==> config.mk <==
export PLATFORM = sky130hd
export DESIGN_NAME = serial_display_driver
export DESIGN_NICKNAME = d
export VERILOG_FILES = /design/src/rtl/serial_driver_pkg.sv /design/src/rtl/pwm_dimmer.sv /design/src/rtl/serial_display_driver.sv
export SDC_FILE = /design/constraint.sdc
export NUM_CORES = 1
export LEC_CHECK = 0
export ABC_AREA = 0
export CAP_MARGIN = 20
export CORE_UTILIZATION = 45
export CTS_BUF_LIST = sky130_fd_sc_hd__clkbuf_4 sky130_fd_sc_hd__clkbuf_8
export CTS_CLUSTER_DIAMETER = 200
export DETAILED_ROUTE_END_ITERATION = 10
export PLACE_DENSITY = 0.8
export SLEW_MARGIN = 20
export SYNTH_ARGS = -nofsm -noshare
export SYNTH_HDL_FRONTEND = slang
export SYNTH_SLANG_ARGS = --single-unit
==> constraint.sdc <==
create_clock -name i_clk -period 4.67 [get_ports i_clk]
set_clock_uncertainty 0.1 [all_clocks]
set_input_delay 0.934 -clock i_clk [delete_from_list [all_inputs] [get_ports i_clk]]
set_output_delay 0.934 -clock i_clk [all_outputs]
set_load 0.05 [all_outputs]
==> src/rtl/serial_driver_pkg.sv <==
// Shared types and elaboration helpers for serial_display_driver: FSM state
// encoding, shift-clock divider calculation and legal parameter bounds.
package serial_driver_pkg;

    typedef enum logic [1:0] {
        IDLE     = 2'd0,
        SHIFT_LO = 2'd1,
        SHIFT_HI = 2'd2,
        LATCH    = 2'd3
    } state_t;

    localparam int DIGITS_MIN   = 1;
    localparam int DIGITS_MAX   = 16;
    localparam int SEG_BITS_MIN = 1;
    localparam int SEG_BITS_MAX = 16;

    // System cycles per shift-clock half period; 0 means the requested rate is unreachable.
    function automatic int calc_half(input int sys_clk_hz, input int shift_clk_hz);
        if (shift_clk_hz <= 0) begin
            return 0;
        end
        return sys_clk_hz / (2 * shift_clk_hz);
    endfunction

endpackage

==> src/rtl/pwm_dimmer.sv <==
// Free-running PWM generator for the display chain's active-low output enable.
// Only compiled when SERIAL_DRIVER_DIM_EN is defined.
`ifdef SERIAL_DRIVER_DIM_EN
module pwm_dimmer #(
    parameter int BRIGHT_BITS = 4
) (
    input  logic                   i_clk,
    input  logic                   i_reset_n,
    input  logic [BRIGHT_BITS-1:0] i_brightness,
    output logic                   o_oe_n
);

    logic [BRIGHT_BITS-1:0] r_cnt;
    logic                   r_oe_n;

    // Brightness 0 never enables the chain; the maximum code leaves one dark slot per period.
    always_ff @(posedge i_clk or negedge i_reset_n) begin
        if (!i_reset_n) begin
            r_cnt  <= '0;
            r_oe_n <= 1'b1;
        end else begin
            r_cnt  <= r_cnt + 1'b1;
            r_oe_n <= !(r_cnt < i_brightness);
        end
    end

    assign o_oe_n = r_oe_n;

endmodule
`endif

==> src/rtl/serial_display_driver.sv <==
// Frame serializer for a data/clock/latch shift-register display chain.
// Define SERIAL_DRIVER_DIM_EN to add PWM brightness control on o_serial_oe_n.
module serial_display_driver
    import serial_driver_pkg::*;
#(
    parameter int SYS_CLK_HZ   = 5_000_000,
    parameter int SHIFT_CLK_HZ = 1_000_000,
    parameter int NUM_DIGITS   = 4,
    parameter int SEG_BITS     = 8,
    parameter bit MSB_FIRST    = 1'b1
`ifdef SERIAL_DRIVER_DIM_EN
    ,
    parameter int BRIGHT_BITS  = 4
`endif
) (
    input  logic                           i_clk,
    input  logic                           i_reset_n,
    input  logic                           i_en,
    input  logic [NUM_DIGITS*SEG_BITS-1:0] i_frame,
    input  logic                           i_valid,
`ifdef SERIAL_DRIVER_DIM_EN
    input  logic [BRIGHT_BITS-1:0]         i_brightness,
    output logic                           o_serial_oe_n,
`endif
    output logic                           o_ready,
    output logic                           o_serial_data,
    output logic                           o_serial_clk,
    output logic                           o_serial_latch
);

    localparam int TOTAL = NUM_DIGITS * SEG_BITS;
    localparam int HALF  = calc_half(SYS_CLK_HZ, SHIFT_CLK_HZ);
    localparam int PH_W  = (HALF > 1) ? $clog2(HALF) : 1;
    localparam int BIT_W = (TOTAL > 1) ? $clog2(TOTAL) : 1;

    if (HALF < 1) begin : g_half_check
        $error("serial_display_driver: SHIFT_CLK_HZ too high for SYS_CLK_HZ (HALF == 0)");
    end
    if (NUM_DIGITS < DIGITS_MIN || NUM_DIGITS > DIGITS_MAX) begin : g_digits_check
        $error("serial_display_driver: NUM_DIGITS out of range");
    end
    if (SEG_BITS < SEG_BITS_MIN || SEG_BITS > SEG_BITS_MAX) begin : g_seg_check
        $error("serial_display_driver: SEG_BITS out of range");
    end

    state_t             r_state;
    state_t             w_state_nxt;
    logic [PH_W-1:0]    r_phase;
    logic [BIT_W-1:0]   r_bit;
    logic [TOTAL-1:0]   r_shift;
    logic [TOTAL-1:0]   w_shift_nxt;

    logic               w_accept;
    logic               w_phase_done;
    logic               w_last_bit;
    logic               w_head_bit;

    logic               r_data;
    logic               r_sclk;
    logic               r_latch;
    logic               w_data_nxt;
    logic               w_sclk_nxt;
    logic               w_latch_nxt;

    assign o_ready      = (r_state == IDLE) && i_en;
    assign w_accept     = o_ready && i_valid;
    assign w_phase_done = (r_phase == PH_W'(HALF - 1));
    assign w_last_bit   = (r_bit == BIT_W'(TOTAL - 1));

    // ---------------------------------------------------------------- state register
    // NOTE: sequential state uses non-blocking assignments so every register
    // samples the pre-edge values regardless of statement order.
    always_ff @(posedge i_clk or negedge i_reset_n) begin
        if (!i_reset_n) begin
            r_state <= IDLE;
            r_phase <= '0;
            r_bit   <= '0;
            r_shift <= '0;
        end else begin
            r_state <= w_state_nxt;
            r_shift <= w_shift_nxt;

            if (r_state == IDLE || w_state_nxt != r_state) begin
                r_phase <= '0;
            end else begin
                r_phase <= r_phase + 1'b1;
            end

            if (w_accept) begin
                r_bit <= '0;
            end else if (r_state == SHIFT_HI && w_phase_done && !w_last_bit) begin
                r_bit <= r_bit + 1'b1;
            end
        end
    end

    // ---------------------------------------------------------------- next state
    // NOTE: every combinational output gets a default first, so no path can
    // leave it unassigned and infer a latch.
    always_comb begin
        w_state_nxt = r_state;
        unique case (r_state)
            IDLE: begin
                if (w_accept) begin
                    w_state_nxt = SHIFT_LO;
                end
            end
            SHIFT_LO: begin
                if (w_phase_done) begin
                    w_state_nxt = SHIFT_HI;
                end
            end
            SHIFT_HI: begin
                if (w_phase_done) begin
                    w_state_nxt = w_last_bit ? LATCH : SHIFT_LO;
                end
            end
            LATCH: begin
                if (w_phase_done) begin
                    w_state_nxt = IDLE;
                end
            end
            default: w_state_nxt = IDLE;
        endcase
    end

    // The frame is captured only at acceptance; it advances as each rising clock phase ends.
    always_comb begin
        w_shift_nxt = r_shift;
        if (w_accept) begin
            w_shift_nxt = i_frame;
        end else if (r_state == SHIFT_HI && w_phase_done) begin
            w_shift_nxt = MSB_FIRST ? (r_shift << 1) : (r_shift >> 1);
        end
    end

    assign w_head_bit = MSB_FIRST ? w_shift_nxt[TOTAL-1] : w_shift_nxt[0];

    // ---------------------------------------------------------------- outputs
    // Outputs are decoded from the next state and registered, so pins change
    // together with the state they belong to and never glitch.
    always_comb begin
        w_data_nxt  = 1'b0;
        w_sclk_nxt  = 1'b0;
        w_latch_nxt = 1'b0;
        unique case (w_state_nxt)
            SHIFT_LO: begin
                w_data_nxt = w_head_bit;
            end
            SHIFT_HI: begin
                w_data_nxt = w_head_bit;
                w_sclk_nxt = 1'b1;
            end
            LATCH: begin
                w_latch_nxt = 1'b1;
            end
            default: begin
                w_data_nxt  = 1'b0;
            end
        endcase
    end

    always_ff @(posedge i_clk or negedge i_reset_n) begin
        if (!i_reset_n) begin
            r_data  <= 1'b0;
            r_sclk  <= 1'b0;
            r_latch <= 1'b0;
        end else begin
            r_data  <= w_data_nxt;
            r_sclk  <= w_sclk_nxt;
            r_latch <= w_latch_nxt;
        end
    end

    assign o_serial_data  = r_data;
    assign o_serial_clk   = r_sclk;
    assign o_serial_latch = r_latch;

`ifdef SERIAL_DRIVER_DIM_EN
    pwm_dimmer #(
        .BRIGHT_BITS (BRIGHT_BITS)
    ) u_pwm_dimmer (
        .i_clk        (i_clk),
        .i_reset_n    (i_reset_n),
        .i_brightness (i_brightness),
        .o_oe_n       (o_serial_oe_n)
    );
`else
    // Output enable of the chain is tied externally in this build.
`endif

endmodule

==> out/metrics.csv, run 1 <==
metric,value,unit
grt_overflow,0,
synth_top_area_share,0.535,
synthTopCellsByArea,"dfrtp_1, a22o_1, a21o_1",
crit_family,buffers and inverters,
tightest_slew,0.917,ns
crit_path_cell_trace,"clkdlybuf4s50_1, and2_1, clkdlybuf4s50_1",
leakage,1.28,nW
postRouteAntennaNets,0,
clk_pin_slew,0.08,ns
drt_first_pass_iters,3,
yosys.area.top_type,dfrtp_1,
die_area,0.00474,mm2
cts_inserted_buffers,5,
pre_cts_ws,1.29,ns
hp-start,r_shift[11],
syn_nets,198,
pin_count,40,
vdd_drop_max,274,uV
clockRootBuffer,clkbuf_8,
clkSinkCount,43,
maxCapViolations,0,
setup_tns,0,ns
cp_slowest_cell,clkdlybuf4s50_1,
antenna_found_initial,0,
final-max-slew-violation-count,0,
critPathMaxFanout,3,
dr_total_vias,1397,
layout_min_cycle_time,3.39,ns
clk_latency,0.29,ns
setup_viol,0,
finalWeightedCongestion,0.801,
min_to,r_shift[11],
p_per_area,554,mW/mm2
dp_cells,235,
hold_buffers,0,
core_area,0.00414,mm2
cp-start-kind,primary input,
ys_types,26,
grt_setup_unrepaired,false,
yosys.cell_count.top_type,dfrtp_1,
setup_ws,1.28,ns
ys_seq_elements,43,
synth_flop_cell,dfrtp_1,
synth_area,0.00201,mm2
r2r-start,r_state[1],
area_delta_synth_final,21.6,%
report.final.hold_viol_count,0,
async_flop_share,1.00,
worstPathRequired,3.64,ns
die_h,68.8,um
tritoncts,built,
final_layout_size_suffix_gt1_frac,0.0725,
htree_levels,2,
yosysSeqAreaShare,0.535,
synthTopCellsByCount,"dfrtp_1, a22o_1, a21o_1",
grt_max_degree,44,
avgSynthCellArea,12.7,um2
fmax,0.295,GHz
end_kind,output pin,
status,finished clean,
whs_path_depth,1,
die_w,68.8,um
avgViaCountPerCell,5.75,
cts.repair.resized,0,
dp_hpwl,2610,um
reg2reg_to,r_shift[17],
critPathArrivalTime,2.35,ns
grt_pass1_vias,1432,
grt.total_usage,0.184,
crit_top_cell,clkdlybuf4s50_1,
max_stage_delay,0.79,ns
cts_setup_buffers,0,
hold_class,reg -> reg,
wire_per_inst,15.7,um
rrSetupSlack,2.49,ns
grt_first_pass_wirelength,6340,um
wl,3820,um
fp-row-count,23,
yosysWarnings,0,
r2r_cells,4,
nNetsFinal,232,
synth-edff-count,0,
n_antenna_cell,0,
port_buffers,39,
relSlewSlack,0.389,
drc,0,
synth_cells,158,
layout.cells.non_filler,243,
cp.buffers_inverters,2,
cts_buffer_depth,2,
post-route-period-util,0.725,
start_util,0.485,
drt_first_iter_violations,74,
critPathKind,in -> out,
## through the flow
stage	cell area (um2)	utilization	power (mW)	hold slack (ns)
5_1_grt	2440	0.590	1.45	0.398
3_5_place_dp	2330	0.563	1.08	0.366
3_3_place_gp	2330	0.563	1.05	0.359
4_1_cts	2440	0.590	1.37	0.384
2_1_floorplan	2010	-	0.997	0.349
6_report	2440	0.590	1.35	0.380
## per-layer routing
metal | up-vias | wire (um) | global-route usage | part of all wire
li1 | 661 | - | - | -
met1 | 685 | 1720 | 0.229 | 0.45
met2 | 39 | 1810 | 0.302 | 0.47
met3 | 12 | 171 | 0.0395 | 0.045
met4 | 0 | 116 | 0.0893 | 0.030
met5 | - | 0 | 0 | 0
## cell type report
class,instances,area [um2]
repair buffers,40,393
clock inverters,3,43.8
inverters,2,7.51
fillers,344,1700
flip-flops and latches,43,1080
well taps,50,62.6
clock buffers,5,68.8
multi-input cells,100,793
## cell usage in the layout (no fill, tap or decap), drive strengths merged, types with 2 or more instances in the layout
cell type	Yosys	layout
dfrtp	43	43
nand2	6	6
inv	2	2
clkdlybuf4s50	0	38
clkinv	0	2
buf	13	2
nor2	6	6
ha	4	4
nand4bb	2	2
clkbuf	0	5
o21ai	3	3
and2	2	2
a21o	30	30
nand3	2	2
a22o	33	33
## logic make-up after synthesis
| logic type | share of synthesized area |
|---|---|
| simple gates | 0.0896 |
| buf+inv | 0.0709 |
| fa+ha+maj | 0.0249 |
| mux | 0.00498 |
| compound gates | 0.274 |
| flops | 0.535 |
## where the power goes
part           internal [mW]  total, mW  switching, mW
logic                  0.225      0.438          0.213
clock network          0.159      0.283          0.124
registers              0.528      0.634          0.106
## state kept, by name, indices dropped and copies added (netlist names)
register and flops:
o_serial_latch 1, r_state 2, r_phase 1, r_bit 5, o_serial_clk 1, r_shift 32, o_serial_data 1
## worst max path at each step
stage                     endpoint  cells after the start  slack [ns]  from
final                      o_ready                      3        1.28  i_en
after global routing       o_ready                      3        1.26  i_en
after CTS                  o_ready                      3        1.28  i_en
after detailed placement   o_ready                      3        1.29  i_en
after global placement     o_ready                      3        1.30  i_en
after floorplan            o_ready                      1        2.30  i_en
No activity file was read; power rests on OpenSTA's default activity.
==> run 2, diff against run 1 <==
==> constraint.sdc (replaced) <==
create_clock -name i_clk -period 3.2 [get_ports i_clk]
set_clock_uncertainty 0.1 [all_clocks]
set_input_delay 0.64 -clock i_clk [delete_from_list [all_inputs] [get_ports i_clk]]
set_output_delay 0.64 -clock i_clk [all_outputs]
set_load 0.05 [all_outputs]
==> out/metrics.csv, run 2 (synthesized netlist as in run 1, its figures left out) <==
metric,value,unit,change
status,finished clean,,
dp_hpwl,2640,um,+1.2%
grt_setup_unrepaired,false,,
leakage,1.28,nW,+0.28%
n_antenna_cell,0,,unchanged
finalWeightedCongestion,0.833,,+4.1%
setup_viol,0,,unchanged
maxCapViolations,0,,unchanged
clkSinkCount,43,,unchanged
die_area,0.00474,mm2,unchanged
pre_cts_ws,0.380,ns,-0.907 ns
cp_slowest_cell,clkdlybuf4s50_1,,
drc,0,,unchanged
die_h,68.8,um,unchanged
cts.repair.resized,0,,unchanged
tritoncts,built,,
grt.total_usage,0.188,,+0.00411
cts_buffer_depth,2,,unchanged
fp-row-count,23,,unchanged
cp-start-kind,primary input,,
grt_first_pass_wirelength,6290,um,-0.77%
largest_reg_flops,32,,unchanged
final_cell_mix,"dfrtp_1, clkdlybuf4s50_1, a22o_1",,
hold_buffers,0,,unchanged
grt_max_degree,44,,unchanged
start_util,0.485,,unchanged
grt_pass1_vias,1375,,-4.0%
avgViaCountPerCell,5.67,,-1.5%
hold_class,in -> async,,
clk_pin_slew,0.08,ns,about the same
crit_top_cell,clkdlybuf4s50_1,,
critPathMaxFanout,3,,unchanged
htree_levels,2,,unchanged
regMostFlops,r_shift,,
setup_tns,0,ns,unchanged
wire_per_inst,15.9,um,+1.5%
crit_path_cell_trace,"clkdlybuf4s50_1, and2_1, clkdlybuf4s50_1",,
critPathKind,in -> out,,
post-route-period-util,0.882,,
dr_total_vias,1388,,-0.64%
cts_inserted_buffers,5,,unchanged
max_stage_delay,0.80,ns,about the same
critPathArrivalTime,2.08,ns,-0.27 ns
layout_min_cycle_time,2.82,ns,
tightest_slew,0.924,ns,+0.00713 ns
cts_setup_buffers,0,,unchanged
end_kind,output pin,,
fmax,0.354,GHz,
final_layout_size_suffix_gt1_frac,0.0769,,+0.00438
final_common_cell,dfrtp_1,,
report.final.hold_viol_count,0,,unchanged
vdd_drop_max,288,uV,+5.0%
area_delta_synth_final,21.8,%,
top_regs,"r_shift (32), r_bit (5), r_state (2)",,
final-max-slew-violation-count,0,,unchanged
port_buffers,39,,unchanged
antenna_found_initial,0,,unchanged
p_per_area,795,mW/mm2,+44%
nNetsFinal,234,,+0.86%
die_w,68.8,um,unchanged
wl,3900,um,+2.3%
drt_first_iter_violations,66,,-11%
worstPathRequired,2.46,ns,-1.18 ns
relSlewSlack,0.384,,-0.00475
postRouteAntennaNets,0,,unchanged
pin_count,40,,unchanged
setup_ws,0.378,ns,-0.906 ns
grt_overflow,0,,unchanged
clk_latency,0.29,ns,about the same
clockRootBuffer,clkbuf_8,,
drt_first_pass_iters,4,,+1
core_area,0.00414,mm2,unchanged
[run 2: cell count changes in the layout (fill, tap and decap cells not counted)]
cell,before,now
clkinv_2,1,0
buf_4,1,3
and3b_1,0,1
bufinv_16,1,0
and3b_2,1,0
clkbuf_8,5,7
clkinv_4,1,0
clkinvlp_4,0,1
[run 2: worst paths after layout]
| path | end | from | slack [ns] | cells past startpoint |
|---|---|---|---|---|
| setup / recovery | o_ready | i_en | 0.38 | 3 |
| hold / removal | o_serial_latch | i_reset_n | 0.38 | 1 |
| setup reg to reg | o_serial_data | r_bit[0] | 1.08 | 8 |
| hold reg to reg | r_shift[28] | r_shift[28] | 0.38 | 1 |
| max in group asynchronous | r_bit[0] | i_reset_n | 2.05 | 1 |
| min in group i_clk | r_shift[28] | r_shift[28] | 0.38 | 1 |
[run 2: metal layers]
metal	global-route usage	wire, um
met1	0.220	1720
met5	0	0
met2	0.307	1910
met3	0.0395	125
met4	0.130	146
[run 2: final cells by class]
class                           instances  area (um2)
Clock buffer                            7        96.3
Clock inverter                          1        7.51
Fill cell                             333        1690
Inverter                                2        7.51
Multi-Input combinational cell        100         792
Sequential cell                        43        1080
Tap cell                               50        62.6
Timing Repair Buffer                   42         408
[run 2: power breakdown]
group          switching, mW  leakage, nW  internal, mW
clock network          0.181       0.0505         0.196
registers              0.159        0.547         0.770
logic                  0.308        0.685         0.334
total                  0.648         1.28          1.30
[run 2: through the flow]
step | total power [mW] | area, um2 | util | hold WS [ns] | std cells
2_1_floorplan | 1.46 | 2010 | - | 0.244 | 158
3_3_place_gp | 1.54 | 2350 | 0.566 | 0.358 | 237
3_5_place_dp | 1.59 | 2350 | 0.566 | 0.366 | 237
4_1_cts | 1.97 | 2450 | 0.591 | 0.385 | 245
5_1_grt | 2.09 | 2450 | 0.591 | 0.397 | 245
6_report | 1.95 | 2450 | 0.591 | 0.381 | 245
[run 2: worst max-delay path, delay by kind of cell]
family | cells | cell delay, ns
buffers and inverters | 2 | 1.30
AND/OR/NAND/NOR | 1 | 0.14
==> run 3, diff against run 2 <==
--- a/config.mk
+++ b/config.mk
@@ -7,6 +7,7 @@
 export LEC_CHECK = 0
 export ABC_AREA = 0
 export CAP_MARGIN = 20
+export CORE_ASPECT_RATIO = 0.8
 export CORE_UTILIZATION = 45
 export CTS_BUF_LIST = sky130_fd_sc_hd__clkbuf_4 sky130_fd_sc_hd__clkbuf_8
 export CTS_CLUSTER_DIAMETER = 200
@@ -15,4 +16,5 @@
 export SLEW_MARGIN = 20
 export SYNTH_ARGS = -nofsm -noshare
 export SYNTH_HDL_FRONTEND = slang
+export SYNTH_HIERARCHICAL = 1
 export SYNTH_SLANG_ARGS = --single-unit
==> out/metrics.csv, run 3 <==
metric,value,unit,change
synth-edff-count,0,,unchanged
yosys.cell_count.top_type,dfrtp_1,,
synth-xor-area-share,0,,unchanged
grt_first_pass_wirelength,6020,um,-4.3%
grt_setup_unrepaired,false,,
synth_top_family_by_area,compound AO/OA/AOI/OAI gates,,
final_util,0.582,,-0.00940
status,finished clean,,
relSlewSlack,0.378,,-0.00617
setup_viol,0,,unchanged
synthTopCellsByArea,"dfrtp_1, a22o_1, a21o_1",,
synth_top_area_share,0.535,,unchanged
clockPowerShare,0.206,,+0.012
met2_length,1840,um,-3.6%
final_layout_size_suffix_gt1_frac,0.0722,,-0.00476
fp-row-count,21,,-8.7%
antenna_found_initial,0,,unchanged
drc,0,,unchanged
area_delta_synth_final,22.4,%,
grt.total_usage,0.167,,-0.0209
regMostFlops,r_shift,,
clk_latency,0.28,ns,about the same
syn_nets,198,,unchanged
final_cell_mix,"dfrtp_1, clkdlybuf4s50_1, a22o_1",,
seq_area,0.00108,mm2,unchanged
dp_hpwl,2500,um,-5.4%
cts_buffer_depth,2,,unchanged
end_kind,output pin,,
critPathArrivalTime,2.06,ns,-0.02 ns
worstPathRequired,2.46,ns,about the same
postRouteAntennaNets,0,,unchanged
n_antenna_cell,0,,unchanged
internal_power,1.34,mW,+3.3%
synth_compound_area_frac,0.274,,unchanged
core_area,0.00423,mm2,+2.1%
cp-start-kind,primary input,,
drt_first_iter_violations,94,,+42%
grt_pass1_vias,1354,,-1.5%
tritoncts,built,,
synthAdderAreaFrac,0.0249,,unchanged
top_regs,"r_shift (32), r_bit (5), r_state (2)",,
wl_met1,1670,um,-3.2%
layout_min_cycle_time,2.80,ns,-0.0208 ns
cts_inserted_buffers,5,,unchanged
async_flop_share,1.00,,unchanged
drt_first_pass_iters,4,,unchanged
ys_seq_elements,43,,unchanged
clkSinkCount,43,,unchanged
hold_buffers,0,,unchanged
port_buffers,39,,unchanged
yosysSeqAreaShare,0.535,,unchanged
pin_count,40,,unchanged
setup_tns,0,ns,unchanged
report.final.hold_viol_count,0,,unchanged
yosys.area.top_type,dfrtp_1,,
post-route-period-util,0.875,,-0.00651
avgViaCountPerCell,5.50,,-2.9%
yosysWarnings,6,,+6
start_util,0.475,,-0.00990
tightest_slew,0.933,ns,+0.00926 ns
cts.repair.resized,0,,unchanged
muxShareOfSynthArea,0.00498,,unchanged
grt_overflow,0,,unchanged
dr_wl_met3,163,um,+30%
pwr-share-comb,0.326,,-0.003
pwr-share-seq,0.468,,-0.009
ys_types,26,,unchanged
grt_max_degree,44,,unchanged
finalWeightedCongestion,0.740,,-11%
synth_cells,158,,unchanged
avgSynthCellArea,12.7,um2,unchanged
maxCapViolations,0,,unchanged
nNetsFinal,234,,unchanged
critPathKind,in -> out,,
critPathMaxFanout,3,,unchanged
clockRootBuffer,clkbuf_8,,
synth_area,0.00201,mm2,unchanged
top_layer_used,met4,,
die_h,61.8,um,-10%
wire_per_inst,14.8,um,-7.1%
die_area,0.00474,mm2,about the same
hold_class,reg -> reg,,
final-max-slew-violation-count,0,,unchanged
cts_setup_buffers,0,,unchanged
die_w,76.7,um,+11%
final_common_cell,dfrtp_1,,
dr_total_vias,1381,,-0.50%
fmax,0.357,GHz,+0.74%
largest_reg_flops,32,,unchanged
swShare,0.321,,-0.0116
synth_flop_cell,dfrtp_1,,
synthTopCellsByCount,"dfrtp_1, a22o_1, a21o_1",,
htree_levels,2,,unchanged
multi_input_area,792,um2,unchanged
vdd_drop_max,369,uV,+28%
clk_pin_slew,0.08,ns,about the same
p_sw,0.635,mW,-2.0%
fillerInstances,348,,+4.5%
synth-simple-area-share,0.0896,,unchanged
leakage,1.29,nW,+0.33%
wl,3710,um,-4.9%
p_per_area,803,mW/mm2,+1.0%
==> run 3: cell counts after synthesis <==
No cell type changed its count.
==> run 3: path summary, 6_finish.rpt <==
| kind | from | end | slack (ns) | cells after the start |
|---|---|---|---|---|
| min in group asynchronous | i_reset_n | r_shift[23] | 0.39 | 1 |
| setup reg to reg | r_bit[0] | o_serial_data | 1.02 | 8 |
| hold reg to reg | r_shift[1] | r_shift[1] | 0.38 | 1 |
| setup / recovery | i_en | o_ready | 0.40 | 3 |
| max in group asynchronous | i_reset_n | o_serial_clk | 2.03 | 1 |
| hold / removal | r_shift[1] | r_shift[1] | 0.38 | 1 |
==> run 3: routing by layer <==
layer	global-route usage	vias up
met4	0.0659	0
met5	0	-
met1	0.195	682
met2	0.304	36
met3	0.0453	4
li1	-	659
==> run 3: per-stage QoR <==
| step | total power, mW | cell area, um2 | worst slack (ns) | instances | hold WS [ns] |
|---|---|---|---|---|---|
| detailed placement | 1.58 | 2350 | 0.400 | 244 | 0.366 |
| finish | 1.98 | 2460 | 0.399 | 251 | 0.380 |
| floorplan | 1.46 | 2010 | 1.25 | 158 | 0.244 |
| CTS | 2.00 | 2460 | 0.395 | 251 | 0.384 |
| global route | 2.09 | 2460 | 0.366 | 251 | 0.398 |
| global placement | 1.54 | 2350 | 0.415 | 244 | 0.359 |
==> run 3: critical path, cell delays in order <==
cell,delay [ns]
clkdlybuf4s50_1,0.50
and2_1,0.13
clkdlybuf4s50_1,0.79
==> run 3: layout make-up <==
type | count | share of cell area
Tap cell | 57 | 0.0290
Sequential cell | 43 | 0.437
Clock buffer | 6 | 0.0310
Timing Repair Buffer | 42 | 0.166
Clock inverter | 1 | 0.0122
Inverter | 2 | 0.00305
Multi-Input combinational cell | 100 | 0.322
==> run 3: logic make-up after synthesis <==
family	Yosys count
flops	43
mux	1
compound gates	69
fa+ha+maj	4
buf+inv	15
simple gates	26
==> run 3: power groups by stage <==
stage / logic [mW] / registers [mW] / clock network [mW]
final: 0.645 / 0.925 / 0.407
after global routing: 0.707 / 0.949 / 0.438
after detailed placement: 0.652 / 0.933 / 0
after global placement: 0.620 / 0.919 / 0
after floorplan: 0.542 / 0.914 / 0
after CTS: 0.656 / 0.924 / 0.418
